File: config.mk
export PLATFORM = sky130hd
export DESIGN_NAME = mac_lanes_acc_pipelined
export DESIGN_NICKNAME = d
export VERILOG_FILES = /design/src/rtl/mac_pkg.sv /design/src/rtl/mac_adder_tree.sv /design/src/rtl/mac_lanes_acc_pipelined.sv
export SDC_FILE = /design/constraint.sdc
export NUM_CORES = 2
export LEC_CHECK = 0
export CAP_MARGIN = 20
export CORE_AREA = 2 2 517 519
export DETAILED_ROUTE_END_ITERATION = 10
export DIE_AREA = 0 0 519 521
export GPL_TIMING_DRIVEN = 0
export PLACE_DENSITY_LB_ADDON = 0.3
export SYNTH_ARGS = -nofsm -noshare
export SYNTH_HDL_FRONTEND = slang
export SYNTH_SLANG_ARGS = --single-unit
File: constraint.sdc
create_clock -name clk -period 27.2 [get_ports clk]
set_input_delay 4.08 -clock clk [delete_from_list [all_inputs] [get_ports clk]]
set_output_delay 4.08 -clock clk [all_outputs]
set_load 0.05 [all_outputs]
File: src/rtl/mac_pkg.sv
// Shared definitions for the lane-parallel MAC: default geometry, width and
// latency helpers, saturation mode constants and the sideband bundle that
// travels with each beat through the pipeline.
package mac_pkg;

  localparam int unsigned BwDefault    = 8;
  localparam int unsigned PrDefault    = 16;
  localparam int unsigned BwAccDefault = 32;

  localparam bit SatWrap  = 1'b0;
  localparam bit SatClamp = 1'b1;

  // Group framing carried next to the data. Signedness is consumed at the
  // product stage, so it does not need to ride further down the pipe.
  typedef struct packed {
    logic first;
    logic last;
  } mac_sb_t;

  // Lossless tree-sum width for pr lanes of bw x bw products, signed or unsigned.
  function automatic int unsigned psum_w(int unsigned bw, int unsigned pr);
    return 2 * bw + $clog2(pr) + 1;
  endfunction

  // Edges from the sampling edge of a closing beat to out_valid.
  function automatic int unsigned mac_latency(int unsigned pr);
    return $clog2(pr) + 2;
  endfunction

endpackage

File: src/rtl/mac_adder_tree.sv
// Fully registered binary adder tree.
//   clk, rst : clock, async active-high reset
//   valid_i  : beat qualifier entering the tree, sb_i its sideband
//   data_i   : Pr signed lanes of InW bits, lane i at data_i[i*InW +: InW]
//   valid_o, sb_o, sum_o : $clog2(Pr) cycles later, sum_o is OutW bits signed
// Nodes are stored heap-style: node k has children 2k+1 and 2k+2; indices
// Pr-1 .. 2Pr-2 are the (unregistered) leaves, so every internal node is one
// register and the perfect tree gives exactly $clog2(Pr) stages.
module mac_adder_tree #(
  parameter int unsigned Pr   = 16,
  parameter int unsigned InW  = 17,
  parameter int unsigned OutW = 21,
  parameter int unsigned SbW  = 2
) (
  input  logic                   clk,
  input  logic                   rst,
  input  logic                   valid_i,
  input  logic [SbW-1:0]         sb_i,
  input  logic [Pr*InW-1:0]      data_i,
  output logic                   valid_o,
  output logic [SbW-1:0]         sb_o,
  output logic signed [OutW-1:0] sum_o
);

  localparam int unsigned Levels = $clog2(Pr);

  logic signed [OutW-1:0] leaf   [Pr];
  logic signed [OutW-1:0] node_d [Pr-1];
  logic signed [OutW-1:0] node_q [Pr-1];

  logic [Levels-1:0]          vld_d, vld_q;
  logic [Levels-1:0][SbW-1:0] sb_d, sb_q;

  for (genvar i = 0; i < Pr; i++) begin : g_leaf
    assign leaf[i] = {{(OutW-InW){data_i[i*InW+InW-1]}}, data_i[i*InW +: InW]};
  end

  for (genvar k = 0; k < Pr - 1; k++) begin : g_node
    if (2 * k + 1 >= Pr - 1) begin : g_from_leaves
      assign node_d[k] = leaf[2*k+1-(Pr-1)] + leaf[2*k+2-(Pr-1)];
    end else begin : g_from_nodes
      assign node_d[k] = node_q[2*k+1] + node_q[2*k+2];
    end
  end

  always_comb begin
    vld_d    = vld_q;
    sb_d     = sb_q;
    vld_d[0] = valid_i;
    sb_d[0]  = sb_i;
    for (int i = 1; i < Levels; i++) begin
      vld_d[i] = vld_q[i-1];
      sb_d[i]  = sb_q[i-1];
    end
  end

  always_ff @(posedge clk or posedge rst) begin
    if (rst) begin
      for (int k = 0; k < Pr - 1; k++) node_q[k] <= '0;
      vld_q <= '0;
      sb_q  <= '0;
    end else begin
      for (int k = 0; k < Pr - 1; k++) node_q[k] <= node_d[k];
      vld_q <= vld_d;
      sb_q  <= sb_d;
    end
  end

  assign valid_o = vld_q[Levels-1];
  assign sb_o    = sb_q[Levels-1];
  assign sum_o   = node_q[0];

endmodule

File: src/rtl/mac_lanes_acc_pipelined.sv
// Pipelined pr-lane dot product with a multi-beat group accumulator.
//   clk, rst            : clock, async active-high reset
//   in_valid            : beat qualifier; in_first/in_last frame a group,
//                         in_signed selects two's complement lanes per beat
//   a, b                : pr lanes of bw bits, lane i at [bw*i +: bw]
//   out, out_valid, ovf : group result (signed, bw_acc bits), one-cycle
//                         valid pulse, sticky overflow of that group
// Stages: product regs, $clog2(pr) tree levels, accumulator, output register.
module mac_lanes_acc_pipelined
  import mac_pkg::*;
#(
  parameter int unsigned bw      = BwDefault,
  parameter int unsigned pr      = PrDefault,
  parameter int unsigned bw_psum = psum_w(bw, pr),
  parameter int unsigned bw_acc  = BwAccDefault,
  parameter bit          SAT     = SatWrap
) (
  input  logic                clk,
  input  logic                rst,
  input  logic                in_valid,
  input  logic                in_first,
  input  logic                in_last,
  input  logic                in_signed,
  input  logic [pr*bw-1:0]    a,
  input  logic [pr*bw-1:0]    b,
  output logic [bw_acc-1:0]   out,
  output logic                out_valid,
  output logic                ovf
);

  localparam int unsigned Pw = 2 * bw + 1;

  // Product stage
  logic [pr*Pw-1:0] prod_d, prod_q;
  logic             s0_vld_q;
  mac_sb_t          s0_sb_q;

  // Operands are widened by one bit (sign or zero) so a single signed
  // multiply covers both modes; the low Pw bits hold the exact product.
  for (genvar i = 0; i < pr; i++) begin : g_lane
    logic signed [bw:0]   a_ext, b_ext;
    logic signed [Pw-1:0] p;
    assign a_ext = {in_signed & a[bw*(i+1)-1], a[bw*i +: bw]};
    assign b_ext = {in_signed & b[bw*(i+1)-1], b[bw*i +: bw]};
    assign p     = Pw'(a_ext) * Pw'(b_ext);
    assign prod_d[i*Pw +: Pw] = p;
  end

  always_ff @(posedge clk or posedge rst) begin
    if (rst) begin
      prod_q   <= '0;
      s0_vld_q <= 1'b0;
      s0_sb_q  <= '0;
    end else begin
      s0_vld_q <= in_valid;
      if (in_valid) begin
        prod_q  <= prod_d;
        s0_sb_q <= '{first: in_first, last: in_last};
      end
    end
  end

  // Adder tree
  logic                      tree_vld;
  mac_sb_t                   tree_sb;
  logic signed [bw_psum-1:0] tree_sum;

  mac_adder_tree #(
    .Pr   (pr),
    .InW  (Pw),
    .OutW (bw_psum),
    .SbW  ($bits(mac_sb_t))
  ) u_tree (
    .clk     (clk),
    .rst     (rst),
    .valid_i (s0_vld_q),
    .sb_i    (s0_sb_q),
    .data_i  (prod_q),
    .valid_o (tree_vld),
    .sb_o    (tree_sb),
    .sum_o   (tree_sum)
  );

  // Accumulator stage
  logic signed [bw_acc-1:0] acc_d, acc_q, sum_ext, base, raw;
  logic                     acc_ovf_d, acc_ovf_q;
  logic                     open_d, open_q;
  logic                     emit_d, emit_q;
  logic                     ovf_now;

  always_comb begin
    sum_ext   = bw_acc'(tree_sum);
    base      = tree_sb.first ? '0 : acc_q;
    raw       = base + sum_ext;
    ovf_now   = (base[bw_acc-1] == sum_ext[bw_acc-1]) && (raw[bw_acc-1] != base[bw_acc-1]);
    acc_d     = acc_q;
    acc_ovf_d = acc_ovf_q;
    open_d    = open_q;
    emit_d    = 1'b0;
    if (tree_vld) begin
      acc_d = raw;
      if (SAT && ovf_now) begin
        acc_d = sum_ext[bw_acc-1] ? {1'b1, {(bw_acc-1){1'b0}}} : {1'b0, {(bw_acc-1){1'b1}}};
      end
      acc_ovf_d = (tree_sb.first ? 1'b0 : acc_ovf_q) | ovf_now;
      open_d    = open_q | tree_sb.first;
      // A closing beat only reports if a group was ever opened since reset.
      emit_d    = tree_sb.last & (tree_sb.first | open_q);
    end
  end

  always_ff @(posedge clk or posedge rst) begin
    if (rst) begin
      acc_q     <= '0;
      acc_ovf_q <= 1'b0;
      open_q    <= 1'b0;
      emit_q    <= 1'b0;
    end else begin
      acc_q     <= acc_d;
      acc_ovf_q <= acc_ovf_d;
      open_q    <= open_d;
      emit_q    <= emit_d;
    end
  end

  // Output stage
  logic [bw_acc-1:0] out_d, out_q;
  logic              out_valid_d, out_valid_q;
  logic              ovf_d, ovf_q;

  always_comb begin
    out_d       = emit_q ? acc_q : out_q;
    out_valid_d = emit_q;
    ovf_d       = acc_ovf_q;
  end

  always_ff @(posedge clk or posedge rst) begin
    if (rst) begin
      out_q       <= '0;
      out_valid_q <= 1'b0;
      ovf_q       <= 1'b0;
    end else begin
      out_q       <= out_d;
      out_valid_q <= out_valid_d;
      ovf_q       <= ovf_d;
    end
  end

  assign out       = out_q;
  assign out_valid = out_valid_q;
  assign ovf       = ovf_q;

endmodule
==> impl_metrics.toml <==
[die]
die_x_um = 519
start_util = 0.299
std_cell_rows = 189
die_area_mm2 = 0.270
die_height_um = 521
core_area_mm2 = 0.264
ioPinCount = 296

[sta]
post-route-period-util = 0.427
fmax_mhz = 86.2
finalSetupViolations = 0
worst_clock_skew_ns = 0.0304
layout_setup_ws_ns = 15.59
drv_slew = 0
hold_violations = 0
max_slew_margin = 0.250
period_minus_slack_ns = 11.61
worst_pin_slew_ns = 1.12
grt_setup_unrepaired = "no"

[detailed_routing]
drtPass1Iterations = 5
wl_um = 211000
wl_per_cell_um = 17.4
vias = 55800
drt_iter0_drc = 2895
viasPerCell = 4.61
route.detailed.drc = 0
drtAntennaViolNets = 0

[power_and_ir_drop]
vdd_drop_max_uv = 56.9
finalPower_uw = 9760
power.density_mw_per_mm2 = 110
p_leak_uw = 0.0434

[yosys]
async_flop_share = 1.00
avgSynthCellArea_um2 = 9.61
synth_cell_types = 76
yosysSeqAreaShare = 0.204
ys.flop_type = "dfrtp_1"
synthesis.area_mm2 = 0.0792
synth_edf_count = 0
syn_inst = 8238
synth_nets = 10400
yosysWarnings = 0
synth_seq_cells = 647

[critical_path]
path_class = "input port to register"
crit_start = "in_signed"
r2r-start = "u_tree.sb_o[1]$_DFF_PP0_"
setup.worst_path.end = "prod_q[151]$_DFFE_PP0P_"
cp-start-kind = "input port"
cp_common_cell = "fa_1"
critPathCaptureType = "register"
crit_family = "adder cells"
reg2reg_depth = 14
arrival_ns = 12.11
crit_path_max_incr_delay_ns = 0.92
ff2ff_setup_slack_ns = 23.04
critPathBufInv = 8
path_cells = "clkdlybuf4s50_1, clkbuf_2, buf_12, clkbuf_2, buf_12, nand2_1, or2_2, fa_1, fa_1, inv_1, fa_1, fa_1, inv_1, fa_1, inv_1, ha_1, o21ai_0, a21boi_0, o21ai_0, a21boi_0, o21ai_0, a21boi_0, nor3_1, or3b_2"
worst-path-stages = 24
worstPathRequired_ns = 27.70
rr_endpoint = "acc_q[24]$_DFFE_PP0P_"
slowest_stage = "clkdlybuf4s50_1"
critPathMaxFanout = 9

[placed_design]
gp_congestion = 0.848
place_area_mm2 = 0.0858
io_buffers = 170
place_ws_ns = 14.74
dp_hpwl_um = 176000

[finish]
final_common_cell = "inv_1"
final_cell_mix = "inv_1 (1490), fa_1 (1088), ha_1 (859), nand2_1 (835), dfrtp_1 (647)"
final_util = 0.335
drive_gt1_frac = 0.0544
design_area_mm2 = 0.0885
syn_to_final_growth_pct = 11.8
nNetsFinal = 10700

[global_routing]
grt_overflow = 0
grt_max_degree = 123
grt_pass1_vias = 60200
grt_usage = 0.159
antenna_found_initial = 40
grt_pass1_wl_um = 340000

[clock_network]
htreeDepth = 3
post_cts_buffers = 0
cts_resized = 0
cts_buffers = 77
clk_pin_slew_ns = 0.06
tritoncts = "done"
clk_latency_ns = 0.64
root_buffer = "clkbuf_16"
ctsHoldBuffers = 0
cts_sinks = 647
clk_path_buf_depth = 3

[worst_hold_path]
min_path_type = "register to register"

[run_status]
outcome = "completed"

[run]
cap_violations = 0
==> logic make-up (layout without fill, tap and decap cells) <==
group,count (synthesis),in the layout,synth area share
other,0,14,0
buffers and inverters,1723,2053,0.0817
adders and majority gates,1947,1947,0.411
muxes,219,219,0.0311
AOI/OAI and AO/OA,930,930,0.0768
and+or+nand+nor,2298,2298,0.143
xor gates and xnor gates,474,474,0.0524
DFF,647,647,0.204
==> per-stage QoR <==
stage	std cells	TNS, ns	hold slack (ns)
CTS	12100	0	0.344
global route	12100	0	0.353
finish	12100	0	0.345
floorplan	8238	0	0.331
detailed placement	12000	0	0.336
global placement	11900	-1493.88	0.333
==> routing by layer <==
layer,vias to the layer above,GRT usage,wire length [um]
met1,28000,0.220,99300
met3,243,0.0203,8850
met4,36,0.0431,5510
li1,26600,-,-
met2,976,0.260,97200
met5,-,0,227
==> worst min-delay path by stage <==
stage / start / to / slack (ns) / cells after the start
after floorplan: u_tree.sb_d[2]$_DFF_PP0_ / u_tree.sb_d[4]$_DFF_PP0_ / 0.33 / 0
after global placement: u_tree.vld_q[1]$_DFF_PP0_ / u_tree.vld_q[2]$_DFF_PP0_ / 0.33 / 0
after detailed placement: u_tree.vld_q[1]$_DFF_PP0_ / u_tree.vld_q[2]$_DFF_PP0_ / 0.34 / 0
after CTS: u_tree.vld_q[0]$_DFF_PP0_ / u_tree.vld_q[1]$_DFF_PP0_ / 0.34 / 0
after global routing: u_tree.vld_q[0]$_DFF_PP0_ / u_tree.vld_q[1]$_DFF_PP0_ / 0.35 / 0
final: u_tree.vld_q[0]$_DFF_PP0_ / u_tree.vld_q[1]$_DFF_PP0_ / 0.35 / 0
==> worst register-to-register path: cells and delay by family (launching register included) <==
kind | cells | cell delay, ns
fa+ha+maj | 2 | 0.64
flops | 1 | 0.48
compound gates | 5 | 1.58
simple gates | 3 | 0.59
buf+inv | 2 | 0.38
mux | 1 | 0.27
xor+xnor | 1 | 0.10
==> state kept, by name, summed over array words and instances (netlist names), 2 cells and up <==
register	flops
prod_q	272
u_tree.node_q	270
acc_q	32
out	32
u_tree.sum_o	21
u_tree.sb_d	6
u_tree.vld_q	4
s0_sb_q	2
u_tree.sb_o	2
==> final cells by class <==
cell class	count	area, um^2
plain buffers	232	898
fillers	27300	176000
repair buffers	193	2190
inverters	1491	5600
flip-flops and latches	647	16200
multi-input cells	5868	56500
well taps	3533	4420
clock inverters	30	459
diodes	14	35.0
clock buffers	107	2230
==> where the power goes <==
group	internal [uW]	switching [uW]	total (uW)
Combinational	3070	3790	6860
Clock	670	424	1090
Sequential	1500	306	1800
==> cell usage after synthesis, types with 11 or more instances <==
cell,instances,share of area
o21ai_0,202,0.013
nand4_1,18,0.0014
nand2_1,835,0.040
a21boi_0,40,0.0038
o211ai_1,21,0.0020
a31oi_1,32,0.0025
a21oi_1,242,0.015
xnor2_1,388,0.043
a211oi_1,21,0.0020
and3_1,68,0.0054
a221oi_1,11,0.0012
o21bai_1,26,0.0025
o31ai_1,50,0.0047
o21ai_1,11,0.00070
clkbuf_1,218,0.010
nor2_1,330,0.016
or2_2,55,0.0043
o21a_1,14,0.0013
buf_1,14,0.00066
nor3_1,107,0.0068
inv_1,1491,0.071
nor2b_1,107,0.0085
and2_1,557,0.044
o311ai_0,12,0.0013
ha_1,859,0.14
dfrtp_1,647,0.20
or3_1,22,0.0017
nand2b_1,31,0.0024
mux2_2,218,0.031
o41ai_1,12,0.0013
a21o_1,117,0.011
nand3b_1,24,0.0023
a21boi_1,11,0.0010
xor2_1,86,0.0095
fa_1,1088,0.28
nand3_1,105,0.0066
a211o_1,23,0.0025
Note: power is estimated with default switching activity, not from simulation.
